===== src/rtl/shot_scheduler.sv =====
`default_nettype none
// shot_scheduler -- player bullet slot pool: fire allocation, per-frame advance, registered pixel flag. Rev 1.0
// Optional build macro SHOT_AUTO_FIRE_EN: fire_req is level-triggered (auto fire) instead of edge-triggered.
module shot_scheduler #(
   parameter int         SLOTS           = 4,
   parameter logic [9:0] STEP            = 10'd4,
   parameter logic [9:0] TOP_LIMIT       = 10'd35,
   parameter logic [9:0] PLAYER_Y        = 10'd400,
   parameter int         COOLDOWN_FRAMES = 8
) (
   input  logic                     clk,
   input  logic                     Reset,
   input  logic                     frame_tick,
   input  logic                     fire_req,
   input  logic [9:0]               x_position_player,
   input  logic                     hit_valid,
   input  logic [$clog2(SLOTS)-1:0] hit_slot,
   input  logic [9:0]               hCount,
   input  logic [9:0]               vCount,
   output logic                     bullet_px,
   output logic [SLOTS-1:0]         active_mask,
   output logic [15:0]              shots_fired
);
   localparam int            IW         = $clog2(SLOTS);
   localparam logic [0:0]    S_IDLE     = 1'b0;
   localparam logic [0:0]    S_UPD      = 1'b1;
   localparam logic [9:0]    c_RETIRE_Y = TOP_LIMIT + STEP;
   localparam logic [7:0]    c_COOLDOWN = 8'(COOLDOWN_FRAMES);
   localparam logic [IW-1:0] c_LAST_IDX = IW'(SLOTS - 1);

   logic [0:0]       r_state;
   logic [IW-1:0]    r_idx;
   logic             r_pending;
   logic [7:0]       r_cool;
   logic [SLOTS-1:0] r_act;
   logic [9:0]       r_bx [SLOTS];
   logic [9:0]       r_by [SLOTS];
   logic             r_px;
   logic [15:0]      r_shots;

   logic             w_fire_set;
   logic             w_service;
   logic             w_accept;
   logic             w_px;
   logic [SLOTS-1:0] w_free;
   logic [SLOTS-1:0] w_alloc;
   logic [SLOTS-1:0] w_hit;

`ifdef SHOT_AUTO_FIRE_EN
   assign w_fire_set = fire_req;
`else
   logic r_fire_d;
   always_ff @(posedge clk or posedge Reset) begin
      if (Reset) r_fire_d <= 1'b0;
      else       r_fire_d <= fire_req;
   end
   assign w_fire_set = fire_req & ~r_fire_d;
`endif

   // Lowest set bit of the free mask picks the lowest-index free slot.
   assign w_free    = ~r_act;
   assign w_alloc   = w_free & (~w_free + {{(SLOTS-1){1'b0}}, 1'b1});
   assign w_service = (r_state == S_IDLE) & r_pending;
   assign w_accept  = w_service & (r_cool == 8'd0) & (|w_free);

   always_comb begin
      w_hit = '0;
      w_px  = 1'b0;
      for (int i = 0; i < SLOTS; i++) begin
         w_hit[i] = hit_valid & (hit_slot == IW'(i)) & r_act[i];
         if (r_act[i] && (hCount >= r_bx[i]) && ({1'b0, hCount} < {1'b0, r_bx[i]} + 11'd10) &&
             (vCount >= r_by[i]) && ({1'b0, vCount} <= {1'b0, r_by[i]} + 11'd20))
            w_px = 1'b1;
      end
   end

   always_ff @(posedge clk or posedge Reset) begin
      if (Reset) begin
         r_state <= S_IDLE;
         r_idx   <= '0;
      end else begin
         case (r_state)
            S_IDLE: if (frame_tick) begin
               r_state <= S_UPD;
               r_idx   <= '0;
            end
            S_UPD: begin
               if (r_idx == c_LAST_IDX) r_state <= S_IDLE;
               else                     r_idx   <= r_idx + IW'(1);
            end
            default: r_state <= S_IDLE;
         endcase
      end
   end

   always_ff @(posedge clk or posedge Reset) begin
      if (Reset) begin
         r_pending <= 1'b0;
         r_cool    <= 8'd0;
         r_shots   <= 16'd0;
         r_px      <= 1'b0;
      end else begin
         r_pending <= w_fire_set | (r_pending & ~w_service);
         r_px      <= w_px;
         if (w_accept) begin
            r_cool  <= c_COOLDOWN;
            r_shots <= r_shots + 16'd1;
         end else if (frame_tick && (r_cool != 8'd0)) begin
            r_cool <= r_cool - 8'd1;
         end
      end
   end

   // A hit only touches live slots, so it never collides with an allocation.
   always_ff @(posedge clk or posedge Reset) begin
      if (Reset) begin
         r_act <= '0;
         for (int i = 0; i < SLOTS; i++) begin
            r_bx[i] <= '0;
            r_by[i] <= '0;
         end
      end else begin
         for (int i = 0; i < SLOTS; i++) begin
            if (w_hit[i]) begin
               r_act[i] <= 1'b0;
            end else if (w_accept && w_alloc[i]) begin
               r_act[i] <= 1'b1;
               r_bx[i]  <= x_position_player + 10'd15;
               r_by[i]  <= PLAYER_Y - 10'd21;
            end else if ((r_state == S_UPD) && (r_idx == IW'(i)) && r_act[i]) begin
               if (r_by[i] >= c_RETIRE_Y) r_by[i]  <= r_by[i] - STEP;
               else                       r_act[i] <= 1'b0;
            end
         end
      end
   end

   assign bullet_px   = r_px;
   assign active_mask = r_act;
   assign shots_fired = r_shots;

endmodule
`default_nettype wire


===== config.mk =====
export PLATFORM = sky130hd
export DESIGN_NAME = shot_scheduler
export DESIGN_NICKNAME = d
export VERILOG_FILES = /design/src/rtl/shot_scheduler.sv
export SDC_FILE = /design/constraint.sdc
export NUM_CORES = 1
export LEC_CHECK = 0
export CORE_UTILIZATION = 30
export CTS_CLUSTER_DIAMETER = 200
export CTS_CLUSTER_SIZE = 24
export DETAILED_ROUTE_END_ITERATION = 12
export PLACE_DENSITY = 0.43
export SLEW_MARGIN = 20
export SYNTH_ARGS = -nofsm -noshare
export SYNTH_HDL_FRONTEND = slang
export SYNTH_SLANG_ARGS = --single-unit

===== constraint.sdc =====
create_clock -name clk -period 5.8 [get_ports clk]
set_clock_uncertainty 0.05 [all_clocks]
set_input_delay 0.58 -clock clk [delete_from_list [all_inputs] [get_ports clk]]
set_output_delay 0.58 -clock clk [all_outputs]
set_load 0.01 [all_outputs]

==> results of run 1 <==
## final cells by class
type	instances	share of cell area (%)
clock buffers	9	2.125
clock inverters	7	0.8264
inverters	104	3.707
multi-input cells	816	56.80
flip-flops and latches	110	25.97
well taps	390	4.604
repair buffers	62	5.962
## path summary, 6_finish.rpt
check / startpoint / end / slack [ns] / cells past startpoint
min in group asynchronous: Reset / shots_fired[15] / 0.49 / 2
max in group asynchronous: Reset / r_by[20] / 4.00 / 4
hold reg to reg: r_fire_d / r_pending / 0.38 / 1
setup / recovery: r_state / r_by[12] / 2.74 / 6
hold / removal: r_fire_d / r_pending / 0.38 / 1
setup reg to reg: r_state / r_by[12] / 2.74 / 6
## logic make-up after synthesis
logic type,after synthesis
multiplexers,3
AO/OA/AOI/OAI,248
buffers and inverters,126
flip-flops,110
XOR/XNOR,92
adder cells (fa/ha/maj),171
AND/OR/NAND/NOR,302
## state kept, by name, indices dropped and copies added, names as in the netlist
name	cells
r_pending	1
r_fire_d	1
r_bx	40
r_idx	2
r_cool	8
shots_fired	16
active_mask	4
r_by	36
r_state	1
bullet_px	1
## cell usage in the layout, fill, tap and decap left out, types with 16 or more instances in the layout
master	instances
a21oi_1	73
nor3_1	26
nand3_1	36
nand2_1	86
inv_1	102
nand4_1	18
nor2_1	68
ha_1	171
xnor2_1	77
clkdlybuf4s50_1	57
and3_1	16
o21ai_0	83
dfrtp_1	110
## critical path: cells and delay by family (launching register included)
family,cells,cell delay [ns]
compound gates,2,0.43
flops,1,0.52
simple gates,4,1.93
## per-stage QoR
step / hold WS (ns) / instance area (sq um) / power (mW)
2_1_floorplan: 0.3496 / 9260 / 2.563
3_3_place_gp: 0.3570 / 10250 / 3.127
3_5_place_dp: 0.3656 / 10250 / 3.130
4_1_cts: 0.3779 / 10560 / 3.814
5_1_grt: 0.4111 / 10600 / 4.142
6_report: 0.3789 / 10600 / 3.782
## per-layer routing
layer,track usage [%],share of wire (%)
met1,24.85,51
met5,0,0
met3,1.435,2.3
met4,3.846,0.90
met2,28.35,45
## report_power, final
part | total [mW] | switching (mW) | internal (mW) | leakage [nW]
Clock | 0.662 | 0.351 | 0.311 | 0.148
Sequential | 1.17 | 0.246 | 0.928 | 1.18
Combinational | 1.95 | 1.09 | 0.851 | 3.63
==> reports/metrics.cfg, run 1 <==
[grt]
antenna_found_initial=0
grt_max_degree=74
grt_pass1_vias=7414
grtUsageTotal_pct=17.41
gr-total-overflow=0
grt_first_pass_wirelength_um=41590

[clock_tree]
ctsResizeCount=0
cts_max_level=3
clockBufferDepth=2
path_clk_slew_ns=0.08
cts.sinks=110
clkLatencyLatePin_ns=0.37
cts_setup_buffers=0
cts_root_buf=clkbuf_16
cts_made_buffers=9
hold_buffers=0
cts_tree=yes

[sta]
final-max-slew-violation-count=0
period_needed_ns=3.064
finalSetupTns_ns=0
rsz0062_at_grt=false
relSlewSlack_pct=45.82
post-route-period-util_pct=52.83
worst_slew_pin_slew_ns=0.8098
max_freq_mhz=326.4
postLayoutSetupSlackWorst_ns=2.736
finalSetupViolCount=0
hold_violations=0

[logic_synthesis]
netlist_area_sq_um=9260
synth_top_area_cell=dfrtp_1
synth_area_leaders=dfrtp_1, ha_1, xnor2_1
synth-simple-area-share_pct=16.61
synth_edf_count=0
yosysMostFrequentCell=ha_1
synthMuxAreaShare_pct=0.3378
synthAdderAreaFrac_pct=23.10
synth.distinct_cells=58
synth-seq-cells=110
synth_common_cells=ha_1, dfrtp_1, inv_1, nand2_1, o21ai_0
synth_cells=1052
synth-main-ff-cell=dfrtp_1
async_flop_share_pct=100.0
synth_top_family_by_area=adder cells
synthDominantCellAreaShare_pct=29.73
syn-num-nets=1260
synth_xor_area_share_pct=8.702
avgSynthCellArea_sq_um=8.802
ys_seq_area_share_pct=29.73
synth_compound_area_share_pct=16.20
synth_warnings=0

[worst_setup_path]
cp_max_fo=27
cp.arrival_ns=3.25
cp.required_ns=5.98
startpoint_type=flip-flop
worstPathCellList=nand2b_1 -> a41o_1 -> nor2_1 -> nand2_1 -> nand3_1 -> o21ai_0
cp-end-kind=flip-flop
critPathSlowestCell=nand2_1
max_stage_delay_ns=0.72
critical_path_class=flip-flop to flip-flop

[die]
die_area_sq_um=31570
die_h_um=177.7
die_w_um=177.7
pin_count=58
num_rows=63
start_util_pct=30.83
core_area_sq_um=30030

[cells_and_area]
n_antenna_cell=0
seqCellArea_sq_um=2753
fillers=3090
drive_gt1_share_pct=3.069
stdcell_count=1498
area_growth_pct=14.44
multiInputGateArea_sq_um=6020
nets=1311
finalCoreUtilization_pct=35.29

[pwr]
power_leakage_nw=4.961
peakVddDrop_v=0.0001222
p_per_area_nw_per_um2=356.8

[routing]
antenna_left=0
drtIter0Drc=361
routed_wl_um=26390
first_pass_iters=4
detail_route.wl_per_cell_um=17.62
vias=7612
vias_per_cell=5.081
drc=0

[placement]
dp_slack_ns=2.611
placed_cells=1480
hpwl_um=21150
portBuffers=57
gp_congestion=0.8001

[min_path]
min_path_type=flip-flop to flip-flop

[run_status]
outcome=finished, final reports clean

[job]
drv_cap=0

(Power assumes the default switching activity.)
==> inputs of run 2 (changes only) <==
- clock period: 5.8 -> 2.9 ns (I/O delays scaled with it)
==> run 2 against run 1 <==
Effect of this change: sequential cell count stayed put; wire length is 0.52% lower; critical path type unchanged; register-to-register slack worse by 2.6 ns.
==> reports/metrics.cfg, run 2 (same netlist as run 1, synthesis figures left out) <==
[cells_and_area]
area_growth_pct=17.81
fillers=3057
n_antenna_cell=0
stdcell_count=1539
layout_common_cells=ha_1, dfrtp_1, inv_1
nets=1354
drive_gt1_share_pct=7.137
final_common_cell=ha_1
regMostFlops=r_bx
seqCellArea_sq_um=2754
largest_register_ffs=40
multiInputGateArea_sq_um=6047

[placement]
hpwl_um=21130
gp_congestion=0.8577
placed_cells=1525
portBuffers=57

[routing]
detail_route.wl_per_cell_um=17.06
antenna_left=0
drtIter0Drc=377
routed_wl_um=26260
first_pass_iters=5
vias=7622
drc=0
vias_per_cell=4.953

[pwr]
power_leakage_nw=5.152
p_per_area_nw_per_um2=697.3
total_power_mw=7.607
peakVddDrop_v=0.0003270

[grt]
grt_max_degree=47
gr-total-overflow=0
grtUsageTotal_pct=17.75
grtUsageMet3_pct=3.299
use_met1_pct=25.07
grt_first_pass_wirelength_um=42750
top_usage_layer=met2
antenna_found_initial=1
grt_pass1_vias=7793
global_route.usage.met2_pct=28.14

[die]
die_area_sq_um=31570
pin_count=58
core_area_sq_um=30030
start_util_pct=30.83
num_rows=63
die_h_um=177.7
die_w_um=177.7

[sta]
finalSetupTns_ns=0
final-max-slew-violation-count=0
max_freq_mhz=367.8
rsz0062_at_grt=false
hold-worst-slack_ns=0.2821
period_needed_ns=2.719
relSlewSlack_pct=58.67
hold_violations=0
finalSetupViolCount=0
post-route-period-util_pct=93.74
worst_slew_pin_slew_ns=0.6187

[worst_setup_path]
cp-startpoint=r_by[23]
critical_path_class=flip-flop to flip-flop
r2r-start=r_by[23]
startpoint_type=flip-flop
max_stage_delay_ns=0.53
worstPathCellList=ha_1 -> nor2_1 -> nor2_2 -> nand3_1 -> xnor2_1 -> ha_1 -> or4_1 -> a211oi_1 -> o21ai_0 -> a31oi_1 -> o2111ai_1 -> nand3_1
cp.required_ns=3.17
cp-end-kind=flip-flop
critPathTopFamily=simple AND/OR/NAND/NOR gates
critPathSlowestCell=or4_1
cp.arrival_ns=2.99
cp_max_fo=6
critical_path_buf_inv_count=0

[job]
drv_cap=0

[clock_tree]
cts.sinks=110
cts_root_buf=clkbuf_16
ctsResizeCount=0
cts_setup_buffers=0
cts_tree=yes
cts_max_level=3
cts_made_buffers=9
path_clk_slew_ns=0.09
clockBufferDepth=2
clkLatencyLatePin_ns=0.38
hold_buffers=0

[min_path]
min_path_type=primary input to asynchronous set/reset pin

[run_status]
outcome=finished, final reports clean

-- run 2: cell count changes in the layout (fill, tap and decap cells not counted), moves of 2 or more --
cell and delta:
clkinv_8 -3, buf_12 +2, buf_4 +43, a21oi_2 +2, a21oi_1 -2
-- run 2: worst reg2reg max path, cell delays in order, from the launching register on --
cell and delay (ns):
dfrtp_1 0.43, ha_1 0.21, nor2_1 0.06, nor2_2 0.14, nand3_1 0.11, xnor2_1 0.15
ha_1 0.20, or4_1 0.53, a211oi_1 0.21, o21ai_0 0.14, a31oi_1 0.15, o2111ai_1 0.17
nand3_1 0.10
-- run 2: power by group --
group	total (mW)	switching, mW	internal, mW	leakage, nW
sequential	2.24	0.380	1.86	1.18
clock	1.26	0.674	0.589	0.130
combinational	4.10	2.26	1.84	3.84
total	7.61	3.32	4.29	5.15
-- run 2: final cells by class --
| type | count | area share, % |
|---|---|---|
| Tap cell | 390 | 4.473 |
| Inverter | 104 | 3.613 |
| Multi-Input combinational cell | 816 | 55.43 |
| Clock buffer | 9 | 2.064 |
| Clock inverter | 5 | 0.4129 |
| Timing Repair Buffer | 105 | 8.762 |
| Sequential cell | 110 | 25.24 |
-- run 2: layer usage --
layer	share of wire, %	wire [um]
met3	2.8	745
met2	45	11800
met1	51	13490
met5	0	0
met4	0.81	212
-- run 2: per-stage QoR --
stage / setup WS (ns) / util [%] / area [sq um]
floorplan: 0.4604 / - / 9264
global placement: 0.1645 / 35.33 / 10610
detailed placement: 0.1027 / 35.33 / 10610
CTS: 0.1024 / 36.23 / 10880
global route: 0.01729 / 36.32 / 10910
finish: 0.1815 / 36.32 / 10910
-- run 2: final timing paths --
kind | end | slack [ns] | cells past startpoint
max in group asynchronous | r_bx[30] | 1.85 | 3
min | r_by[14] | 0.28 | 2
max reg2reg | bullet_px | 0.18 | 12
max | bullet_px | 0.18 | 12
min in group clk | r_pending | 0.37 | 1
min reg2reg | r_pending | 0.37 | 1
==> inputs of run 3 (changes only) <==
- SKIP_CTS_REPAIR_TIMING: default -> 1
==> results of run 3 <==
Same layout as run 2: the final DEF is identical, and so are final timing and power.
